$ cat src/rtl/pipe_hazard_ctrl.sv
// pipe_hazard_ctrl
//   Pipeline hazard controller. Converts taken branches into per-stage bubble
//   windows that travel down the pipe, freezes the pipe on stall requests,
//   merges branches that arrive during a stall into one deferred flush, and
//   flags stall episodes that last too long.
//
// Ports
//   clk_i        single clock, rising edge
//   resetn_i     asynchronous active-low reset
//   branch_en_i  taken branch / redirect, one flush per high cycle
//   stall_req_i  per-stage stall request, bit s = stage s
//   halt_o       per-stage bubble insert
//   stall_o      per-stage hold (all stages up to the highest requester)
//   pc_hold_o    fetch / PC hold
//   busy_o       flush pending or flush token still travelling
//   timeout_o    one-cycle pulse when a stall reaches STALL_MAX cycles
module pipe_hazard_ctrl #(
    parameter int STAGES    = 4,
    parameter int BUBBLE    = 2,
    parameter int STALL_MAX = 15
) (
    input  logic              clk_i,
    input  logic              resetn_i,
    input  logic              branch_en_i,
    input  logic [STAGES-1:0] stall_req_i,
    output logic [STAGES-1:0] halt_o,
    output logic [STAGES-1:0] stall_o,
    output logic              pc_hold_o,
    output logic              busy_o,
    output logic              timeout_o
);

    localparam int CW = $clog2(STALL_MAX + 1);

    logic              stall_any;
    logic              flush_e;
    logic              pend_q;
    logic [STAGES-1:1] tok_q;
    logic [STAGES-1:0] tok_all;
    logic [STAGES-1:0] halt_c;
    logic [STAGES-1:0] stall_c;
    logic [CW-1:0]     cnt_q;
    logic              timeout_c;

    assign stall_any = |stall_req_i;
    // A branch seen during a stall is deferred; it fires on the first free cycle.
    assign flush_e   = (branch_en_i | pend_q) & ~stall_any;
    // Position 0 is the flush happening this cycle, so stage 0 halts at once.
    assign tok_all   = {tok_q, flush_e};

    // A stalled stage also holds every stage upstream of it.
    always_comb begin
        stall_c = '0;
        for (int j = 0; j < STAGES; j++) begin
            stall_c[j] = |(stall_req_i >> j);
        end
    end

    // Stage k is halted while any token sits within the last BUBBLE positions
    // ending at k; overlapping flushes therefore simply OR together.
    always_comb begin
        halt_c = '0;
        for (int k = 0; k < STAGES; k++) begin
            for (int d = 0; d < STAGES; d++) begin
                if ((d <= k) && (d + BUBBLE > k)) begin
                    halt_c[k] = halt_c[k] | tok_all[d];
                end
            end
        end
    end

    assign timeout_c = stall_any && (cnt_q == CW'(STALL_MAX - 1));

    always_ff @(posedge clk_i or negedge resetn_i) begin
        if (!resetn_i) begin
            tok_q  <= '0;
            pend_q <= 1'b0;
            cnt_q  <= '0;
        end else begin
            if (!stall_any) begin
                tok_q <= tok_all[STAGES-2:0];
            end

            if (branch_en_i && stall_any) begin
                pend_q <= 1'b1;
            end else if (flush_e) begin
                pend_q <= 1'b0;
            end

            if (!stall_any) begin
                cnt_q <= '0;
            end else if (cnt_q != CW'(STALL_MAX)) begin
                cnt_q <= cnt_q + 1'b1;
            end
        end
    end

    // Combinational outputs are forced low while reset is held so that no
    // input can leak through during reset.
    assign halt_o    = resetn_i ? halt_c  : '0;
    assign stall_o   = resetn_i ? stall_c : '0;
    assign pc_hold_o = resetn_i & stall_any;
    assign busy_o    = resetn_i & (pend_q | (|tok_q));
    assign timeout_o = resetn_i & timeout_c;

endmodule
$ cat config.mk
export PLATFORM = sky130hd
export DESIGN_NAME = pipe_hazard_ctrl
export DESIGN_NICKNAME = d
export VERILOG_FILES = /design/src/rtl/pipe_hazard_ctrl.sv
export SDC_FILE = /design/constraint.sdc
export NUM_CORES = 1
export LEC_CHECK = 0
export BUFFER_PORTS_ARGS = -buffer_cell sky130_fd_sc_hd__buf_4
export CORE_AREA = 4 4 41 43
export DETAILED_ROUTE_END_ITERATION = 8
export DIE_AREA = 0 0 45 47
export PLACE_DENSITY = 0.59
export SLEW_MARGIN = 20
export SYNTH_ARGS = -nofsm -noshare
export SYNTH_HDL_FRONTEND = slang
export SYNTH_SLANG_ARGS = --single-unit
$ cat constraint.sdc
create_clock -name clk_i -period 2.15 [get_ports clk_i]
set_clock_uncertainty 0.2 [all_clocks]
set_input_delay 0.215 -clock clk_i [delete_from_list [all_inputs] [get_ports clk_i]]
set_output_delay 0.215 -clock clk_i [all_outputs]
set_load 0.05 [all_outputs]
==> summary.md, run 1 <==
| Metric | Value |
|---|---|
| Largest net degree at the start of global routing | `19` |
| Critical path startpoint | `resetn_i` |
| Detail-routed via count per cell | `5.19` |
| Initial Util | `0.382` |
| Remaining DRCs | `0` |
| R2R depth | `3` |
| Overflow after GRT | `0` |
| Initial antenna violation count | `0` |
| FF-to-FF Start | `cnt_q[0]` |
| Synth unique cells | `28` |
| Antenna viol nets, final | `0` |
| DP Cell Count | `78` |
| Worst hold path class | `input pin to flop` |
| CP Data Arrival Time | `1.46 ns` |
| Max-Cap Viols | `0` |
| First-pass detailed-route iteration total | `4` |
| Syn avg cell area | `10.3 µm²` |
| Pwr per Cell Area | `987 nW/µm²` |
| Levels on crit path | `5` |
| Layout fillers | `131` |
| Yosys warns | `0` |
| Rows | `13` |
| Setup TNS | `0 ns` |
| CP startpoint kind | `input pin` |
| Worst-Margin Slew | `0.414 ns` |
| Core area | `1300 µm²` |
| GPL Wtd Cong | `0.664` |
| CTS tree | `done` |
| Die ar. | `2120 µm²` |
| CTS max path bufs | `2` |
| Max-slew headroom | `0.722` |
| Worst-Skew Late Latency | `0.26 ns` |
| Bufs and invs on worst path | `3` |
| Top Ports | `18` |
| Largest stage delay, worst path | `0.53 ns` |
| Final core occ | `0.525` |
| Total Wirelength | `1030 µm` |
| Fraction of layout cells with a size suffix above 1 | `0.456` |
| WL/cell | `12.4 µm` |
| Synthesized cell area | `497 µm²` |
| Fin crit share | `0.870` |
| Slowest CP cell | `dlygate4sd3_1` |
| Area Growth Syn to Fin | `37.5%` |
| Die Span Y | `47 µm` |
| Reg area | `200 µm²` |
| Static leakage | `0.307 nW` |
| Worst path most repeated cell | `buf_4` |
| Die width | `45 µm` |
| FF+latch count, synth | `8` |
| Worst-path clk slew | `0.06 ns` |
| Mapped Cells | `48` |
| Hpwl dp | `751 µm` |
| Cells traversed along the worst timing path | `dlygate4sd3_1 -> buf_4 -> o21ai_0 -> o21ai_1 -> buf_4` |
| Max FO, Critical Path | `18` |
| Root Driver | `clkbuf_4` |
| NumNets Final | `79` |
| Maximum vdd drop | `0.536 mV` |
| WP data required | `1.74 ns` |
| CP endpoint kind | `primary output` |
| Final hold vios | `0` |
| Gr usage total | `0.104` |
| Iter 0 DRT Violations | `2` |
| Post-synth net total | `57` |
| Reg2reg end | `cnt_q[2]` |
| Sink Count | `8` |
| Critical path type | `input pin to primary output` |
| Final setup violating endpoints | `0` |
| Crit-path leading delay family | `buffers and inverters` |
| Multi-input gate area | `279 µm²` |
| First-pass GRT wire length | `1620 µm` |
| Pins over their slew limit | `0` |
| Reg2reg setup slack | `0.76 ns` |
| Status | `completed` |
| Via Count | `431` |
| Crit path time final | `1.87 ns` |
| ANT cells | `0` |
| Post-synthesis sequential area ratio | `0.403` |
| Vias in the first global route | `391` |
| F_max | `534 MHz` |
| TritonCTS Buffers | `3` |
| Unrepaired setup endpoints after global routing | `false` |
| Worst setup path endpoint | `halt_o[1]` |
| Layout Cells excl Fill | `83` |
| CTS H-tree lvls | `1` |
| Port Buffers | `17` |
logic make-up after synthesis:
family / synth area share
AND/OR/NAND/NOR: 0.237
adder cells (fa/ha/maj): 0.0504
buffers and inverters: 0.0454
flip-flops: 0.403
AO/OA/AOI/OAI: 0.191
multiplexers: 0.0730
registers in the layout, indices dropped and copies added, names as in the netlist:
register	cells
pend_q	1
cnt_q	4
tok_q	3
stage by stage:
step	hold WS, ns	instance area [µm²]	power (mW)	setup WS [ns]
after floorplan	-0.281	502	0.485	0.235
after global placement	-0.127	641	0.552	0.431
after detailed placement	-0.129	641	0.560	0.423
after CTS	0.0456	683	0.684	0.290
after global routing	0.0742	683	0.730	0.173
final	0.0469	683	0.675	0.279
where the power goes:
part	leakage [nW]	switching (mW)	internal (mW)	total, mW
Clock	0.0138	0.0515	0.0639	0.115
Combinational	0.208	0.141	0.136	0.276
Sequential	0.0853	0.0793	0.203	0.283
Total	0.307	0.272	0.403	0.675
area by class of cell:
type | instances | share of cell area
multi-input combinational | 35 | 0.408
sequential | 8 | 0.293
timing repair buffer | 20 | 0.227
clock buffer | 3 | 0.0330
tap | 15 | 0.0275
inverter | 2 | 0.0110
cell usage in the layout (no fill, tap or decap), types with 2 or more instances in the layout:
master / count
and2_2: 2
nor2_1: 4
clkbuf_4: 3
buf_4: 18
inv_1: 2
dfrtp_1: 8
a31o_2: 2
a21oi_1: 2
o21a_1: 3
dlygate4sd3_1: 2
nand4_1: 2
ha_1: 2
routing by layer:
| layer | GRT usage | up-vias | part of all wire |
|---|---|---|---|
| met4 | 0.0526 | 0 | 0 |
| li1 | - | 220 | - |
| met5 | 0 | - | 0 |
| met3 | 0.0230 | 0 | 0.054 |
| met1 | 0.138 | 202 | 0.46 |
| met2 | 0.161 | 9 | 0.49 |
worst min-delay path by stage:
stage / start / endpoint / slack (ns) / cells after the start
after floorplan: resetn_i / cnt_q[0] / -0.28 / 0
after global placement: resetn_i / cnt_q[2] / -0.13 / 1
after detailed placement: resetn_i / cnt_q[0] / -0.13 / 1
after CTS: stall_req_i[0] / pend_q / 0.05 / 3
after global routing: stall_req_i[0] / tok_q[1] / 0.07 / 3
final: stall_req_i[0] / pend_q / 0.05 / 3
tightest hold or removal path, stage by stage:
cell	delay (ns)
buf_4	0.10
nor4_4	0.06
nor2_1	0.09
repair_timing:
action	4_1_cts	5_1_grt
resized for setup	0	0
endpoints found under the hold margin	9	0
setup buffers	0	0
hold buffers	2	0
cell usage after synthesis:
cell / count / share of area
dfrtp_1: 8 / 0.40
nor2_1: 4 / 0.030
o21a_1: 3 / 0.045
a21oi_1: 2 / 0.020
a31o_2: 2 / 0.035
and2_2: 2 / 0.030
clkbuf_1: 2 / 0.015
ha_1: 2 / 0.050
inv_1: 2 / 0.015
nand4_1: 2 / 0.025
o21ai_0: 2 / 0.020
a211oi_1: 1 / 0.015
a31oi_1: 1 / 0.013
and3_1: 1 / 0.013
and3b_1: 1 / 0.018
buf_4: 1 / 0.015
mux2_2: 1 / 0.023
mux2_4: 1 / 0.030
mux2i_1: 1 / 0.020
nand2_1: 1 / 0.0075
nand3_1: 1 / 0.010
nor2b_1: 1 / 0.013
nor3_1: 1 / 0.010
nor3b_1: 1 / 0.015
nor4_4: 1 / 0.043
o31a_2: 1 / 0.020
o41a_1: 1 / 0.023
or4_4: 1 / 0.023
(Power assumes the default switching activity.)
==> run 2: changes to the inputs <==
--- a/config.mk
+++ b/config.mk
@@ -6,10 +6,10 @@
 export NUM_CORES = 1
 export LEC_CHECK = 0
 export BUFFER_PORTS_ARGS = -buffer_cell sky130_fd_sc_hd__buf_4
-export CORE_AREA = 4 4 41 43
+export CORE_MARGIN = 4
+export CORE_UTILIZATION = 35
 export DETAILED_ROUTE_END_ITERATION = 8
-export DIE_AREA = 0 0 45 47
-export PLACE_DENSITY = 0.59
+export PLACE_DENSITY = 0.56
 export SLEW_MARGIN = 20
 export SYNTH_ARGS = -nofsm -noshare
 export SYNTH_HDL_FRONTEND = slang
==> run 2 against run 1 <==
Net effect:
- power shrank 0.41%
- routed wire length grew 1.2%
- first-iteration DRC count grew to 4.0 times the previous value
- largest power group unchanged
- highest routed layer is now met4
==> summary.md, run 2 (synthesis results as in run 1) <==
| Metric | Value |
|---|---|
| Total Wirelength | `1040 µm (was 1030 µm)` |
| Port Buffers | `17 (unchanged)` |
| Die ar. | `2090 µm² (was 2120 µm²)` |
| Reg2reg setup slack | `0.76 ns (about the same)` |
| Rows | `13 (unchanged)` |
| CTS tree | `done (unchanged)` |
| Worst-Margin Slew | `0.296 ns (was 0.414 ns)` |
| Maximum vdd drop | `0.624 mV (was 0.536 mV)` |
| Pwr per Cell Area | `998 nW/µm² (was 987 nW/µm²)` |
| Commonest cells after routing, fill and taps aside | `buf_4 (18), dfrtp_1 (8), nor2_1 (4) (unchanged)` |
| Via Count | `430 (was 431)` |
| Largest registers | `cnt_q: 4 flops, tok_q: 3 flops, pend_q: 1 flops (unchanged)` |
| Switching fraction of total power | `0.402 (was 0.403)` |
| Largest register FFs | `4 (unchanged)` |
| FF-to-FF Start | `cnt_q[0] (unchanged)` |
| TritonCTS Buffers | `3 (unchanged)` |
| Hpwl dp | `805 µm (was 751 µm)` |
| Detail-routed via count per cell | `5.24 (was 5.19)` |
| Initial antenna violation count | `0 (unchanged)` |
| Seq pwr share | `0.422 (was 0.419)` |
| Fin crit share | `0.870 (about the same)` |
| Vias in the first global route | `408 (was 391)` |
| Layout Cells excl Fill | `82 (was 83)` |
| Die Span Y | `45.7 µm (was 47 µm)` |
| Status | `completed (unchanged)` |
| Int Power | `0.401 mW (was 0.403 mW)` |
| R2R depth | `3 (unchanged)` |
| Crit path time final | `1.87 ns (about the same)` |
| Initial Util | `0.377 (was 0.382)` |
| Layout fillers | `140 (was 131)` |
| Fraction of layout cells with a size suffix above 1 | `0.463 (was 0.456)` |
| WL/cell | `12.7 µm (was 12.4 µm)` |
| Final hold vios | `0 (unchanged)` |
| Hold wc startpoint | `branch_en_i (was stall_req_i[0])` |
| CTS resizes | `0 (unchanged)` |
| Unrepaired setup endpoints after global routing | `false (unchanged)` |
| Core area | `1320 µm² (was 1300 µm²)` |
| Area Growth Syn to Fin | `35.5% (was 37.5%)` |
| Register name with the most flops | `cnt_q (unchanged)` |
| ANT cells | `0 (unchanged)` |
| Comb pwr share | `0.409 (was 0.410)` |
| First-pass detailed-route iteration total | `2 (was 4)` |
| Root Driver | `clkbuf_4 (unchanged)` |
| CP endpoint kind | `primary output (unchanged)` |
| Max-Cap Viols | `0 (unchanged)` |
| CTS H-tree lvls | `1 (unchanged)` |
| Overflow after GRT | `0 (unchanged)` |
| Fin worst setup slack | `0.280 ns (was 0.279 ns)` |
| Top Ports | `18 (unchanged)` |
| Setup TNS | `0 ns (unchanged)` |
| CP startpoint kind | `input pin (unchanged)` |
| F_max | `535 MHz (was 534 MHz)` |
| Die width | `45.7 µm (was 45 µm)` |
| GPL Wtd Cong | `0.663 (was 0.664)` |
| NumNets Final | `78 (was 79)` |
| Psw | `0.270 mW (was 0.272 mW)` |
| Gr usage total | `0.121 (was 0.104)` |
| Hold Path End | `pend_q (unchanged)` |
| CP Data Arrival Time | `1.46 ns (about the same)` |
| Static leakage | `0.303 nW (was 0.307 nW)` |
| Commonest non-fill, non-tap cell in the layout | `buf_4 (unchanged)` |
| First-pass GRT wire length | `1720 µm (was 1620 µm)` |
| Final setup violating endpoints | `0 (unchanged)` |
| Reg2reg end | `cnt_q[2] (unchanged)` |
| DP Cell Count | `78 (unchanged)` |
| Dpl ws | `0.410 ns (was 0.423 ns)` |
| Pins over their slew limit | `0 (unchanged)` |
| Clock share of power | `0.169 (was 0.171)` |
| Remaining DRCs | `0 (unchanged)` |
| CTS max path bufs | `2 (unchanged)` |
| Max FO, Critical Path | `18 (unchanged)` |
| Critical path type | `input pin to primary output (unchanged)` |
| Hold-critical path depth | `3 (unchanged)` |
| Iter 0 DRT Violations | `8 (was 2)` |
| Sink Count | `8 (unchanged)` |
| Worst-Skew Late Latency | `0.26 ns (about the same)` |
| Worst-path clk slew | `0.05 ns (was 0.06 ns)` |
| Largest net degree at the start of global routing | `19 (unchanged)` |
| Max-slew headroom | `0.801 (was 0.722)` |
| Antenna viol nets, final | `0 (unchanged)` |
| WP data required | `1.74 ns (about the same)` |
| Worst hold path class | `input pin to flop (unchanged)` |
==> run 2: what timing repair did <==
item,in CTS,in global routing
endpoints found under the hold margin,8,0
setup buffers,0,0
hold buffers,1,0
==> run 2: area by class of cell <==
cell class / instances / area [µm²] / share of cell area
clock buffer: 3 / 22.5 / 0.0335
inverter: 2 / 7.51 / 0.0112
multi-input combinational: 35 / 279 / 0.414
sequential: 8 / 200 / 0.297
tap: 15 / 18.8 / 0.0279
timing repair buffer: 19 / 145 / 0.216
==> run 2: per-layer routing <==
layer / share of wire / GRT usage / vias to the layer above / wire length, µm
li1: - / - / 220 / -
met1: 0.45 / 0.125 / 194 / 466
met2: 0.44 / 0.189 / 14 / 460
met3: 0.10 / 0.0791 / 2 / 106
met4: 0.011 / 0.0526 / 0 / 12
met5: 0 / 0 / - / 0
==> run 2: per-stage QoR <==
stage | instance area [µm²] | total power [mW] | util | hold WS, ns
floorplan | 502 | 0.485 | - | -0.281
global placement | 641 | 0.556 | 0.486 | -0.128
detailed placement | 641 | 0.562 | 0.486 | -0.129
CTS | 673 | 0.681 | 0.511 | 0.0147
global route | 673 | 0.727 | 0.511 | 0.0218
finish | 673 | 0.672 | 0.511 | 0.0242
==> run 2: power by group through the flow <==
stage          Sequential (mW)  Combinational [mW]  Clock [mW]
4_1_cts                  0.283               0.278       0.120
3_5_place_dp             0.286               0.276           0
3_3_place_gp             0.283               0.273           0
6_report                 0.284               0.275       0.113
5_1_grt                  0.294               0.302       0.130
2_1_floorplan            0.250               0.235           0
==> run 2: critical path, cell delays in order <==
cell and delay [ns]:
dlygate4sd3_1 0.52, buf_4 0.22, o21ai_0 0.15, o21ai_1 0.14
buf_4 0.21
==> run 2: worst max path at each step <==
stage | start | endpoint | slack (ns) | depth (start not counted)
final | resetn_i | halt_o[1] | 0.28 | 5
after global routing | resetn_i | halt_o[1] | 0.14 | 5
after CTS | resetn_i | halt_o[1] | 0.27 | 5
after detailed placement | stall_req_i[3] | pc_hold_o | 0.41 | 4
after global placement | stall_req_i[3] | pc_hold_o | 0.43 | 4
after floorplan | stall_req_i[3] | halt_o[1] | 0.23 | 2
==> run 3: changes to the inputs <==
--- a/config.mk
+++ b/config.mk
@@ -10,6 +10,7 @@
 export CORE_UTILIZATION = 35
 export DETAILED_ROUTE_END_ITERATION = 8
 export PLACE_DENSITY = 0.56
+export RECOVER_POWER = 100
 export SLEW_MARGIN = 20
 export SYNTH_ARGS = -nofsm -noshare
 export SYNTH_HDL_FRONTEND = slang
==> run 3 against run 2 <==
Net effect:
- count of clock-buffer cells in the layout stayed put
- design area decreased by 7.6%
- global-route usage unchanged
- hold slack gained 0.0014 ns
- combinational power is 5% lower
- sequential share of layout area up 2.5 points
- via count grew 1.4%
- setup slack lost 0.039 ns
- largest cell class unchanged
- flip-flop and latch count unchanged
- highest routed layer unchanged
- sequential power about the same
- power fell by 2.1%
- core utilization shrank 3.9 points
==> summary.md, run 3 (synthesis results as in run 1) <==
| Metric | Value |
|---|---|
| Reg2reg setup slack | `0.76 ns (about the same)` |
| Port Buffers | `17 (unchanged)` |
| Largest register FFs | `4 (unchanged)` |
| CTS max path bufs | `2 (unchanged)` |
| TritonCTS Buffers | `3 (unchanged)` |
| Initial Util | `0.377 (unchanged)` |
| Sink Count | `8 (unchanged)` |
| Largest net degree at the start of global routing | `19 (unchanged)` |
| Pwr per Cell Area | `1060 nW/µm² (was 998 nW/µm²)` |
| Max FO, Critical Path | `18 (unchanged)` |
| Via Count | `436 (was 430)` |
| F_max | `524 MHz (was 535 MHz)` |
| First-pass GRT wire length | `1720 µm (unchanged)` |
| Final setup violating endpoints | `0 (unchanged)` |
| Die width | `45.7 µm (unchanged)` |
| Fraction of layout cells with a size suffix above 1 | `0.403 (was 0.463)` |
| Detail-routed via count per cell | `5.32 (was 5.24)` |
| Root Driver | `clkbuf_4 (unchanged)` |
| Fin worst setup slack | `0.241 ns (was 0.280 ns)` |
| Hpwl dp | `805 µm (unchanged)` |
| Remaining DRCs | `0 (unchanged)` |
| Comb pwr share | `0.397 (was 0.409)` |
| Static leakage | `0.284 nW (was 0.303 nW)` |
| CP startpoint kind | `input pin (unchanged)` |
| Worst-path clk slew | `0.05 ns (about the same)` |
| Iter 0 DRT Violations | `11 (was 8)` |
| Max-slew headroom | `0.620 (was 0.801)` |
| Max-Cap Viols | `0 (unchanged)` |
| NumNets Final | `78 (unchanged)` |
| Largest registers | `cnt_q: 4 flops, tok_q: 3 flops, pend_q: 1 flops (unchanged)` |
| Maximum vdd drop | `0.618 mV (was 0.624 mV)` |
| Seq pwr share | `0.431 (was 0.422)` |
| Unrepaired setup endpoints after global routing | `false (unchanged)` |
| ANT cells | `0 (unchanged)` |
| Crit path time final | `1.91 ns (was 1.87 ns)` |
| Switching fraction of total power | `0.406 (was 0.402)` |
| Area Growth Syn to Fin | `25.2% (was 35.5%)` |
| Hold buffer count at CTS | `1 (unchanged)` |
| Critical path type | `input pin to primary output (unchanged)` |
| Die Span Y | `45.7 µm (unchanged)` |
| Initial antenna violation count | `0 (unchanged)` |
| WP data required | `1.74 ns (about the same)` |
| Rows | `13 (unchanged)` |
| Worst-Skew Late Latency | `0.25 ns (was 0.26 ns)` |
| Antenna viol nets, final | `0 (unchanged)` |
| Int Power | `0.391 mW (was 0.401 mW)` |
| Setup Buffers After CTS | `0 (unchanged)` |
| Vias in the first global route | `408 (unchanged)` |
| Psw | `0.267 mW (was 0.270 mW)` |
| Commonest non-fill, non-tap cell in the layout | `clkbuf_2 (was buf_4)` |
| Reg area | `200 µm² (unchanged)` |
| Total Wirelength | `1050 µm (was 1040 µm)` |
| Gr usage total | `0.121 (unchanged)` |
| CTS tree | `done (unchanged)` |
| Die ar. | `2090 µm² (unchanged)` |
| Status | `completed (unchanged)` |
| Layout fillers | `153 (was 140)` |
| Overflow after GRT | `0 (unchanged)` |
| Commonest cells after routing, fill and taps aside | `clkbuf_2 (10), dfrtp_1 (8), buf_4 (6) (was buf_4 (18), dfrtp_1 (8), nor2_1 (4))` |
| Multi-input gate area | `260 µm² (was 279 µm²)` |
| Final hold vios | `0 (unchanged)` |
| Register name with the most flops | `cnt_q (unchanged)` |
| CTS resizes | `0 (unchanged)` |
| Fin crit share | `0.888 (was 0.870)` |
| Pins over their slew limit | `0 (unchanged)` |
| Worst hold path class | `input pin to flop (unchanged)` |
| Dpl ws | `0.410 ns (unchanged)` |
| Core area | `1320 µm² (unchanged)` |
| Setup TNS | `0 ns (unchanged)` |
| First-pass detailed-route iteration total | `4 (was 2)` |
| WL/cell | `12.8 µm (was 12.7 µm)` |
| CP endpoint kind | `primary output (unchanged)` |
| Clock share of power | `0.172 (was 0.169)` |
| CTS H-tree lvls | `1 (unchanged)` |
| CP Data Arrival Time | `1.49 ns (was 1.46 ns)` |
| GPL Wtd Cong | `0.663 (unchanged)` |
| Worst-Margin Slew | `0.564 ns (was 0.296 ns)` |
| Top Ports | `18 (unchanged)` |
[run 3: cell count changes in the layout (fill, tap and decap cells not counted)]
cell / change
buf_4: -12
clkbuf_2: +10
clkbuf_1: +2
nor4_1: +1
nor4_4: -1
or4_1: +1
or4_4: -1
[run 3: area by class of cell]
type	count	share of cell area
Clock buffer	3	0.0362
Inverter	2	0.0121
Multi-Input combinational cell	35	0.419
Sequential cell	8	0.322
Tap cell	15	0.0302
Timing Repair Buffer	19	0.181
[run 3: through the flow]
step	instance area, µm²	total power [mW]	instances	hold WS [ns]	utilization
2_1_floorplan	502	0.485	48	-0.281	-
3_3_place_gp	641	0.556	78	-0.128	0.486
3_5_place_dp	641	0.562	78	-0.129	0.486
4_1_cts	673	0.681	82	0.0147	0.511
5_1_grt	622	0.713	82	0.0218	0.472
6_report	622	0.658	82	0.0256	0.472
[run 3: path summary, 6_finish.rpt]
kind | start | end | cells after the start
min reg2reg | pend_q | pend_q | 2
min in group asynchronous | resetn_i | cnt_q[1] | 2
max in group asynchronous | resetn_i | pend_q | 2
max reg2reg | cnt_q[0] | cnt_q[2] | 3
min | branch_en_i | pend_q | 3
max | resetn_i | halt_o[0] | 5
[run 3: critical path: stages]
cell	delay [ns]
dlygate4sd3_1	0.52
buf_4	0.22
o21ai_0	0.15
nor2_1	0.11
clkbuf_2	0.28
[run 3: per-layer routing]
layer	vias to the layer above	global-route usage	routed length, µm
li1	221	-	-
met1	199	0.125	474
met2	14	0.189	466
met3	2	0.0791	96
met4	0	0.0526	12
met5	-	0	0
[run 3: power groups by stage]
stage	Sequential (mW)	Clock (mW)	Combinational, mW
5_1_grt	0.294	0.130	0.289
4_1_cts	0.283	0.120	0.278
3_3_place_gp	0.283	0	0.273
3_5_place_dp	0.286	0	0.276
6_report	0.284	0.113	0.261
2_1_floorplan	0.250	0	0.235
